`src/rtl/larpix_rx_pkg.sv`:
```
// Shared types and helpers for the LArPix PISO lane receiver.
package larpix_rx_pkg;

    localparam int WIDTH_DEFAULT = 64;

    // Receiver FSM states
    typedef enum logic [2:0] {
        ST_IDLE      = 3'd0,
        ST_START     = 3'd1,
        ST_DATA      = 3'd2,
        ST_STOP      = 3'd3,
        ST_WAIT_IDLE = 3'd4
    } rx_state_t;

    // One buffered packet as seen by a consumer
    typedef struct packed {
        logic        parity_ok;
        logic [63:0] data;
    } rx_entry_t;

    // 1 when the word holds an odd number of ones
    function automatic logic odd_parity(input logic [63:0] d);
        return ^d;
    endfunction

endpackage

```
`src/rtl/larpix_rx_fifo.sv`:
```
// Generic first-word-fall-through synchronous FIFO. The head entry is visible
// on o_data whenever o_empty is low. A push into a full FIFO without a
// simultaneous pop is discarded and flagged on o_drop in the same cycle.
// Handshake: a pop takes effect only when i_pop is high and o_empty is low.
module larpix_rx_fifo #(
    parameter int W     = 65,
    parameter int DEPTH = 16,
    parameter int CW    = $clog2(DEPTH) + 1
) (
    input  logic          clk,
    input  logic          rst,
    input  logic          i_push,
    input  logic [W-1:0]  i_data,
    input  logic          i_pop,
    output logic          o_full,
    output logic          o_empty,
    output logic [CW-1:0] o_count,
    output logic          o_drop,
    output logic [W-1:0]  o_data
);
    localparam int AW = $clog2(DEPTH);

    logic [W-1:0]  r_mem [DEPTH];
    logic [AW-1:0] r_wr_ptr;
    logic [AW-1:0] r_rd_ptr;
    logic [CW-1:0] r_count;

    logic w_pop;
    logic w_wr;

    assign o_full  = (r_count == CW'(DEPTH));
    assign o_empty = (r_count == '0);
    assign o_count = r_count;
    assign w_pop   = i_pop & ~o_empty;
    // A full FIFO still accepts a push when the head leaves in the same cycle
    assign w_wr    = i_push & (~o_full | w_pop);
    assign o_drop  = i_push & o_full & ~w_pop;
    // Output is forced to zero when empty so nothing stale leaks out
    assign o_data  = o_empty ? '0 : r_mem[r_rd_ptr];

    // Storage write; contents need no reset because occupancy gates the output
    always_ff @(posedge clk) begin
        if (w_wr) begin
            r_mem[r_wr_ptr] <= i_data;
        end
    end

    // Pointer and occupancy bookkeeping
    always_ff @(posedge clk or posedge rst) begin
        if (rst) begin
            r_wr_ptr <= '0;
            r_rd_ptr <= '0;
            r_count  <= '0;
        end else begin
            if (w_wr) begin
                r_wr_ptr <= r_wr_ptr + AW'(1);
            end
            if (w_pop) begin
                r_rd_ptr <= r_rd_ptr + AW'(1);
            end
            r_count <= r_count + CW'(w_wr) - CW'(w_pop);
        end
    end

endmodule

```
`src/rtl/larpix_piso_rx.sv`:
```
// Receiver for one LArPix_v3 PISO UART lane: synchronizes the line, frames
// start / WIDTH data bits (LSB first) / stop, checks odd parity and buffers
// packets in a FWFT FIFO. Consumer handshake: a packet is accepted on any
// cycle where packet_valid and packet_ready are both high; data and parity are
// stable while packet_valid is high and not popped.
module larpix_piso_rx
    import larpix_rx_pkg::*;
#(
    parameter int WIDTH         = WIDTH_DEFAULT,
    parameter int CLK_PER_BIT   = 4,
    parameter int RX_FIFO_DEPTH = 16,
    parameter int CNT_W         = 16
) (
    input  logic                             clk,
    input  logic                             reset,
    input  logic                             piso,
    input  logic                             rx_enable,
    output logic [WIDTH-1:0]                 packet_data,
    output logic                             packet_parity_ok,
    output logic                             packet_valid,
    input  logic                             packet_ready,
    output logic                             frame_err,
    output logic                             busy,
    output logic [$clog2(RX_FIFO_DEPTH):0]   fifo_count,
    output logic [CNT_W-1:0]                 overflow_count,
    output logic [2:0]                       dbg_state
);
    localparam int TMR_W = $clog2(CLK_PER_BIT);
    localparam int IDX_W = $clog2(WIDTH);
    localparam int FCW   = $clog2(RX_FIFO_DEPTH) + 1;
    localparam logic [TMR_W-1:0] TMR_HALF = TMR_W'(CLK_PER_BIT / 2 - 1);
    localparam logic [TMR_W-1:0] TMR_LAST = TMR_W'(CLK_PER_BIT - 1);
    localparam logic [IDX_W-1:0] IDX_LAST = IDX_W'(WIDTH - 1);

    logic             r_sync_meta;
    logic             r_rxs;
    rx_state_t        r_state;
    logic [TMR_W-1:0] r_timer;
    logic [IDX_W-1:0] r_bit_idx;
    logic [WIDTH-1:0] r_shift;
    logic             r_frame_err;
    logic [CNT_W-1:0] r_overflow_count;

    logic             w_stop_sample;
    logic             w_push;
    logic             w_parity_ok;
    logic             w_fifo_full;
    logic             w_fifo_empty;
    logic             w_fifo_drop;
    logic [WIDTH:0]   w_fifo_out;

    // Stop bit is sampled at the same mid-bit point as the data bits
    assign w_stop_sample = rx_enable && (r_state == ST_STOP) && (r_timer == TMR_LAST);
    assign w_push        = w_stop_sample & r_rxs;
    // Zero-extension to 64 bits leaves the parity of the word unchanged
    assign w_parity_ok   = odd_parity(64'(r_shift));

    // Two-flop synchronizer; idles high so reset never looks like a start bit
    always_ff @(posedge clk or posedge reset) begin
        if (reset) begin
            r_sync_meta <= 1'b1;
            r_rxs       <= 1'b1;
        end else begin
            r_sync_meta <= piso;
            r_rxs       <= r_sync_meta;
        end
    end

    // Framing FSM with bit timer and data shift register
    always_ff @(posedge clk or posedge reset) begin
        if (reset) begin
            r_state     <= ST_IDLE;
            r_timer     <= '0;
            r_bit_idx   <= '0;
            r_shift     <= '0;
            r_frame_err <= 1'b0;
        end else begin
            r_frame_err <= 1'b0;
            if (!rx_enable) begin
                r_state <= ST_IDLE;
            end else begin
                case (r_state)
                    ST_IDLE: begin
                        if (!r_rxs) begin
                            r_state <= ST_START;
                            r_timer <= '0;
                        end
                    end
                    ST_START: begin
                        if (r_timer == TMR_HALF) begin
                            if (r_rxs) begin
                                r_state <= ST_IDLE;
                            end else begin
                                r_state   <= ST_DATA;
                                r_timer   <= '0;
                                r_bit_idx <= '0;
                            end
                        end else begin
                            r_timer <= r_timer + TMR_W'(1);
                        end
                    end
                    ST_DATA: begin
                        if (r_timer == TMR_LAST) begin
                            r_timer            <= '0;
                            r_shift[r_bit_idx] <= r_rxs;
                            if (r_bit_idx == IDX_LAST) begin
                                r_state <= ST_STOP;
                            end else begin
                                r_bit_idx <= r_bit_idx + IDX_W'(1);
                            end
                        end else begin
                            r_timer <= r_timer + TMR_W'(1);
                        end
                    end
                    ST_STOP: begin
                        if (r_timer == TMR_LAST) begin
                            if (r_rxs) begin
                                r_state <= ST_IDLE;
                            end else begin
                                r_frame_err <= 1'b1;
                                r_state     <= ST_WAIT_IDLE;
                            end
                        end else begin
                            r_timer <= r_timer + TMR_W'(1);
                        end
                    end
                    ST_WAIT_IDLE: begin
                        if (r_rxs) begin
                            r_state <= ST_IDLE;
                        end
                    end
                    default: r_state <= ST_IDLE;
                endcase
            end
        end
    end

    // Saturating count of packets lost to a full buffer
    always_ff @(posedge clk or posedge reset) begin
        if (reset) begin
            r_overflow_count <= '0;
        end else if (w_fifo_drop && w_fifo_full && (r_overflow_count != '1)) begin
            r_overflow_count <= r_overflow_count + CNT_W'(1);
        end
    end

    larpix_rx_fifo #(
        .W     (WIDTH + 1),
        .DEPTH (RX_FIFO_DEPTH),
        .CW    (FCW)
    ) u_fifo (
        .clk     (clk),
        .rst     (reset),
        .i_push  (w_push),
        .i_data  ({w_parity_ok, r_shift}),
        .i_pop   (packet_ready),
        .o_full  (w_fifo_full),
        .o_empty (w_fifo_empty),
        .o_count (fifo_count),
        .o_drop  (w_fifo_drop),
        .o_data  (w_fifo_out)
    );

    assign packet_valid     = ~w_fifo_empty;
    assign packet_parity_ok = w_fifo_out[WIDTH];
    assign packet_data      = w_fifo_out[WIDTH-1:0];
    assign frame_err        = r_frame_err;
    assign busy             = (r_state != ST_IDLE);
    assign overflow_count   = r_overflow_count;
    assign dbg_state        = r_state;

endmodule

```
`config.mk`:
```
export PLATFORM = sky130hd
export DESIGN_NAME = larpix_piso_rx
export DESIGN_NICKNAME = d
export VERILOG_FILES = /design/src/rtl/larpix_rx_pkg.sv /design/src/rtl/larpix_rx_fifo.sv /design/src/rtl/larpix_piso_rx.sv
export SDC_FILE = /design/constraint.sdc
export NUM_CORES = 1
export LEC_CHECK = 0
export CAP_MARGIN = 10
export CORE_UTILIZATION = 57
export DETAILED_ROUTE_END_ITERATION = 10
export DONT_BUFFER_PORTS = 1
export PLACE_DENSITY = 0.72
export SKIP_LAST_GASP = 1
export SYNTH_ARGS = -nofsm -noshare
export SYNTH_HDL_FRONTEND = slang
export SYNTH_SLANG_ARGS = --single-unit
```
`constraint.sdc`:
```
create_clock -name clk -period 4.4 [get_ports clk]
set_input_delay 1.1 -clock clk [delete_from_list [all_inputs] [get_ports clk]]
set_output_delay 1.1 -clock clk [all_outputs]
set_load 0.02 [all_outputs]
```
==> flow_results.org <==
** Place
- Final weighted congestion in routability-driven placement :: 0.805
- Count of input and output buffers :: 0
- Dpl hpwl :: about 54 mm

** STA
- Max Slew Vio Count :: 0
- For this run, the top clock speed supported by timing is 234 MHz.
- Clk_skew :: 28.9 ps
- Setup violations remaining at the end of the flow were counted as 0.
- The final count of hold timing violations came to 0.
- Headroom to the max-slew limit came out at 39.5%.
- Adding up every negative setup slack in the final design gives 0 ps.
- Slew of the pin with the lowest slew margin :: ~910 ps
- Counting I/O delays and the setup requirement, the final critical path takes 4270 ps.
- The worst path uses 97.0% of the clock period.
- Setup repair after global routing left no endpoint under its margin.

** Power
- VDD sags by at most around 0.39 mV.
- Dividing total power by cell area gives a power density of between 500 and 600 mW/mm^2.
- For this design the static power due to leakage is 0.0160 uW.
- Overall power consumption after layout is estimated at 29500 uW.

** Drt
- Number of routed nets with antenna violations :: 0
- Wires add up to 100 mm.
- Before antenna repair, the detailed router went through 5 iterations.
- DR vias/cell :: 6.46
- In the final routed layout, each cell accounts on average for 30.8 um.
- Initial drt markers :: 2463
- Number of DRC violations after detailed routing :: 0
- Detailed routing inserted a total of around 21000 vias.

** Clocking
- TritonCTS built the clock tree.
- In this run the deepest clock path goes through 3 buffers.
- Hold buffer count at CTS :: 0
- The root buffer cell chosen for the clock tree is sky130_fd_sc_hd__clkbuf_16.
- Clock latency on the worst-skew pair, taken at its later pin, is 680 ps.
- Resized cells post-CTS :: 0
- Counting the buffers created by CTS gives 110.
- Clock-pin slew was measured on the worst setup and hold paths at 60 ps.
- Total number of clock tree sinks :: 1147
- H-tree lvl count :: 3
- Total setup buffers inserted after CTS :: 1

** Synth
- The synthesized design devotes to its leading area cell type 69.2% of total area.
- In this run the mean area of a mapped cell was 22.2 um^2.
- The number of nets handed over by synthesis was between 2000 and 2500.
- In this run, synthesis produced a sequential element count of 1147.
- Most frequently used flop master after synthesis :: sky130_fd_sc_hd__edfxtp_1
- EDFF count, synth :: 1040
- During synthesis, Yosys emitted a total of 0 warnings.
- Yosys mapped the design onto 47 distinct sky130hd cell types.
- Synthesis produced 2037 cells.
- Fraction of registers with async set or reset after synthesis :: 9.33%
- Sequential elements use 75.2% of the synthesized area.
- Largest cells by area after synthesis :: sky130_fd_sc_hd__edfxtp_1, sky130_fd_sc_hd__mux4_2, sky130_fd_sc_hd__dfrtp_1, sky130_fd_sc_hd__xnor2_1, sky130_fd_sc_hd__and2_1
- Summed instance area of the synthesized netlist :: 0.0451 mm^2
- Cell taking the most area after synthesis :: sky130_fd_sc_hd__edfxtp_1

** Run
- Max-cap violations :: 0

** Worst setup path
- Setup slack on the worst reg-to-reg path comes out at 960 ps.
- Depth of the worst register-to-register path :: 13
- CP dominant cell by count :: sky130_fd_sc_hd__mux4_2
- Capturing element type of the critical path :: output port
- In this run the critical register-to-register path is launched from u_fifo.o_count[3].
- Crit path max fanout :: 23
- Worst path bufs/invs :: 1
- Reg2reg end :: u_fifo.o_count[4]
- Gate family responsible for the most delay along the worst path :: multiplexers
- Required @ worst endpoint :: 3300 ps
- Peak per-stage delay on the critical path :: 660 ps
- Crit path launch type :: flip-flop
- Crit Path Class :: flip-flop to output port
- The largest individual stage delay along the critical path comes from the cell sky130_fd_sc_hd__dfrtp_4.
- Cell-by-cell trace of the critical path :: buf_4, mux4_2, mux4_2, and2_1
- At the worst endpoint, the arrival time is 3170 ps.

** Final layout
- Fraction of layout instances using a drive strength above 1 :: 28.2%
- # nets final :: about 2100
- P&R area growth vs syn :: 12.6%
- Most frequent cells in the layout :: sky130_fd_sc_hd__edfxtp_1, sky130_fd_sc_hd__mux4_2, sky130_fd_sc_hd__clkbuf_16, sky130_fd_sc_hd__dfrtp_1, sky130_fd_sc_hd__xnor2_1
- Commonest non-fill, non-tap cell in the layout :: sky130_fd_sc_hd__edfxtp_1
- Counting the fill cells in the layout gives 4929.
- Measured on the finished design, the core utilization comes to about two thirds.
- The repair_antennas step left the layout with diodes totalling 0.
- Area taken by flip-flops and latches :: 0.0339 mm^2
- Area used by multi-input combinational logic :: around 0.011 mm^2

** Global route
- The initial antenna violation count was 2.
- First-pass GRT wire length :: 148 mm
- GRT overflow :: 0
- Vias in the first global route :: 22071
- In the global route stage, overall resource usage came out at around a quarter.
- Largest net degree at the start of global routing :: 70

** Floorplan
- 97 I/O pins were placed.
- Die width :: between 200 and 300 um
- Starting utilization of the core area :: 58.0%
- Die area :: 0.0803 mm^2
- Area of the core :: 0.0778 mm^2
- Standard-cell rows :: 102
- Y dimension of the die :: 283 um

** Hold path
- The worst hold path belongs to the class flip-flop to flip-flop.
- Number of cells traversed by the worst hold path :: 0
- The path with the worst hold slack has its endpoint at r_rxs.
- Hold Path Origin :: r_sync_meta

** Run status
- The flow ran to the end, and the final reports show no timing, DRC or antenna violations.
==> where the power goes <==
group	switching [uW]	internal [uW]
combinational	3840	3810
sequential	372	11800
clock	3960	5700
total	8170	21300
==> area by class of cell <==
class	count	share of cell area, %
inverter	14	0.108
tap	1040	2.56
timing repair buffer	78	2.29
clock inverter	61	1.36
clock buffer	144	5.95
multi-input combinational	777	21.0
sequential	1147	66.8
==> state kept, by name (all words and copies together), names as in the netlist <==
signal / count
r_rxs: 1
u_fifo.r_mem: 1040
u_fifo.o_count: 5
r_shift: 64
overflow_count: 16
r_timer: 2
r_bit_idx: 6
u_fifo.r_wr_ptr: 4
u_fifo.r_rd_ptr: 4
r_sync_meta: 1
frame_err: 1
dbg_state: 3
==> through the flow <==
stage	worst slack, ps	std cells	hold slack [ps]	area (um^2)
6_report	130	3261	370	50800
5_1_grt	34.0	3261	374	50800
4_1_cts	74.4	3260	373	50800
3_5_place_dp	716	3054	354	47100
3_3_place_gp	741	3054	349	47100
2_1_floorplan	424	2037	345	45100
==> routing by layer <==
layer	routed length, um	GRT usage [%]	part of all wire (%)
met5	0	0	0
met4	1650	6.43	1.6
met3	8900	5.06	8.9
met1	40700	37.4	41
met2	49200	40.2	49
==> logic make-up after synthesis <==
logic type / Yosys count / synth area share, %
AO/OA/AOI/OAI: 25 / 0.366
XOR/XNOR: 91 / 1.77
adder cells (fa/ha/maj): 16 / 0.460
buffers and inverters: 113 / 1.32
flip-flops: 1147 / 75.2
multiplexers: 393 / 17.9
AND/OR/NAND/NOR: 252 / 3.02
==> synth_stat cells (8+ instances only) <==
library cell	instances
sky130_fd_sc_hd__buf_2	16
sky130_fd_sc_hd__nand3_1	11
sky130_fd_sc_hd__nand2_1	54
sky130_fd_sc_hd__ha_1	15
sky130_fd_sc_hd__mux2_1	41
sky130_fd_sc_hd__nor2_1	47
sky130_fd_sc_hd__and2_1	85
sky130_fd_sc_hd__xnor2_1	78
sky130_fd_sc_hd__dfrtp_1	105
sky130_fd_sc_hd__clkbuf_1	58
sky130_fd_sc_hd__xor2_1	13
sky130_fd_sc_hd__edfxtp_1	1040
sky130_fd_sc_hd__inv_1	14
sky130_fd_sc_hd__buf_6	20
sky130_fd_sc_hd__mux2_2	25
sky130_fd_sc_hd__mux4_2	325
sky130_fd_sc_hd__nand4_1	8
==> how the worst max path moves through the flow <==
stage | startpoint | end | slack, ps | depth (start not counted)
2_1_floorplan | rx_enable | u_fifo.r_mem[0][0] | 420 | 4
3_3_place_gp | u_fifo.r_rd_ptr[1] | packet_data[40] | 740 | 4
3_5_place_dp | u_fifo.r_rd_ptr[1] | packet_data[26] | 720 | 4
4_1_cts | u_fifo.r_rd_ptr[0] | packet_data[29] | 70 | 4
5_1_grt | u_fifo.r_rd_ptr[0] | packet_data[29] | 30 | 4
6_report | u_fifo.r_rd_ptr[0] | packet_data[29] | 130 | 4
(Power assumes the default switching activity.)
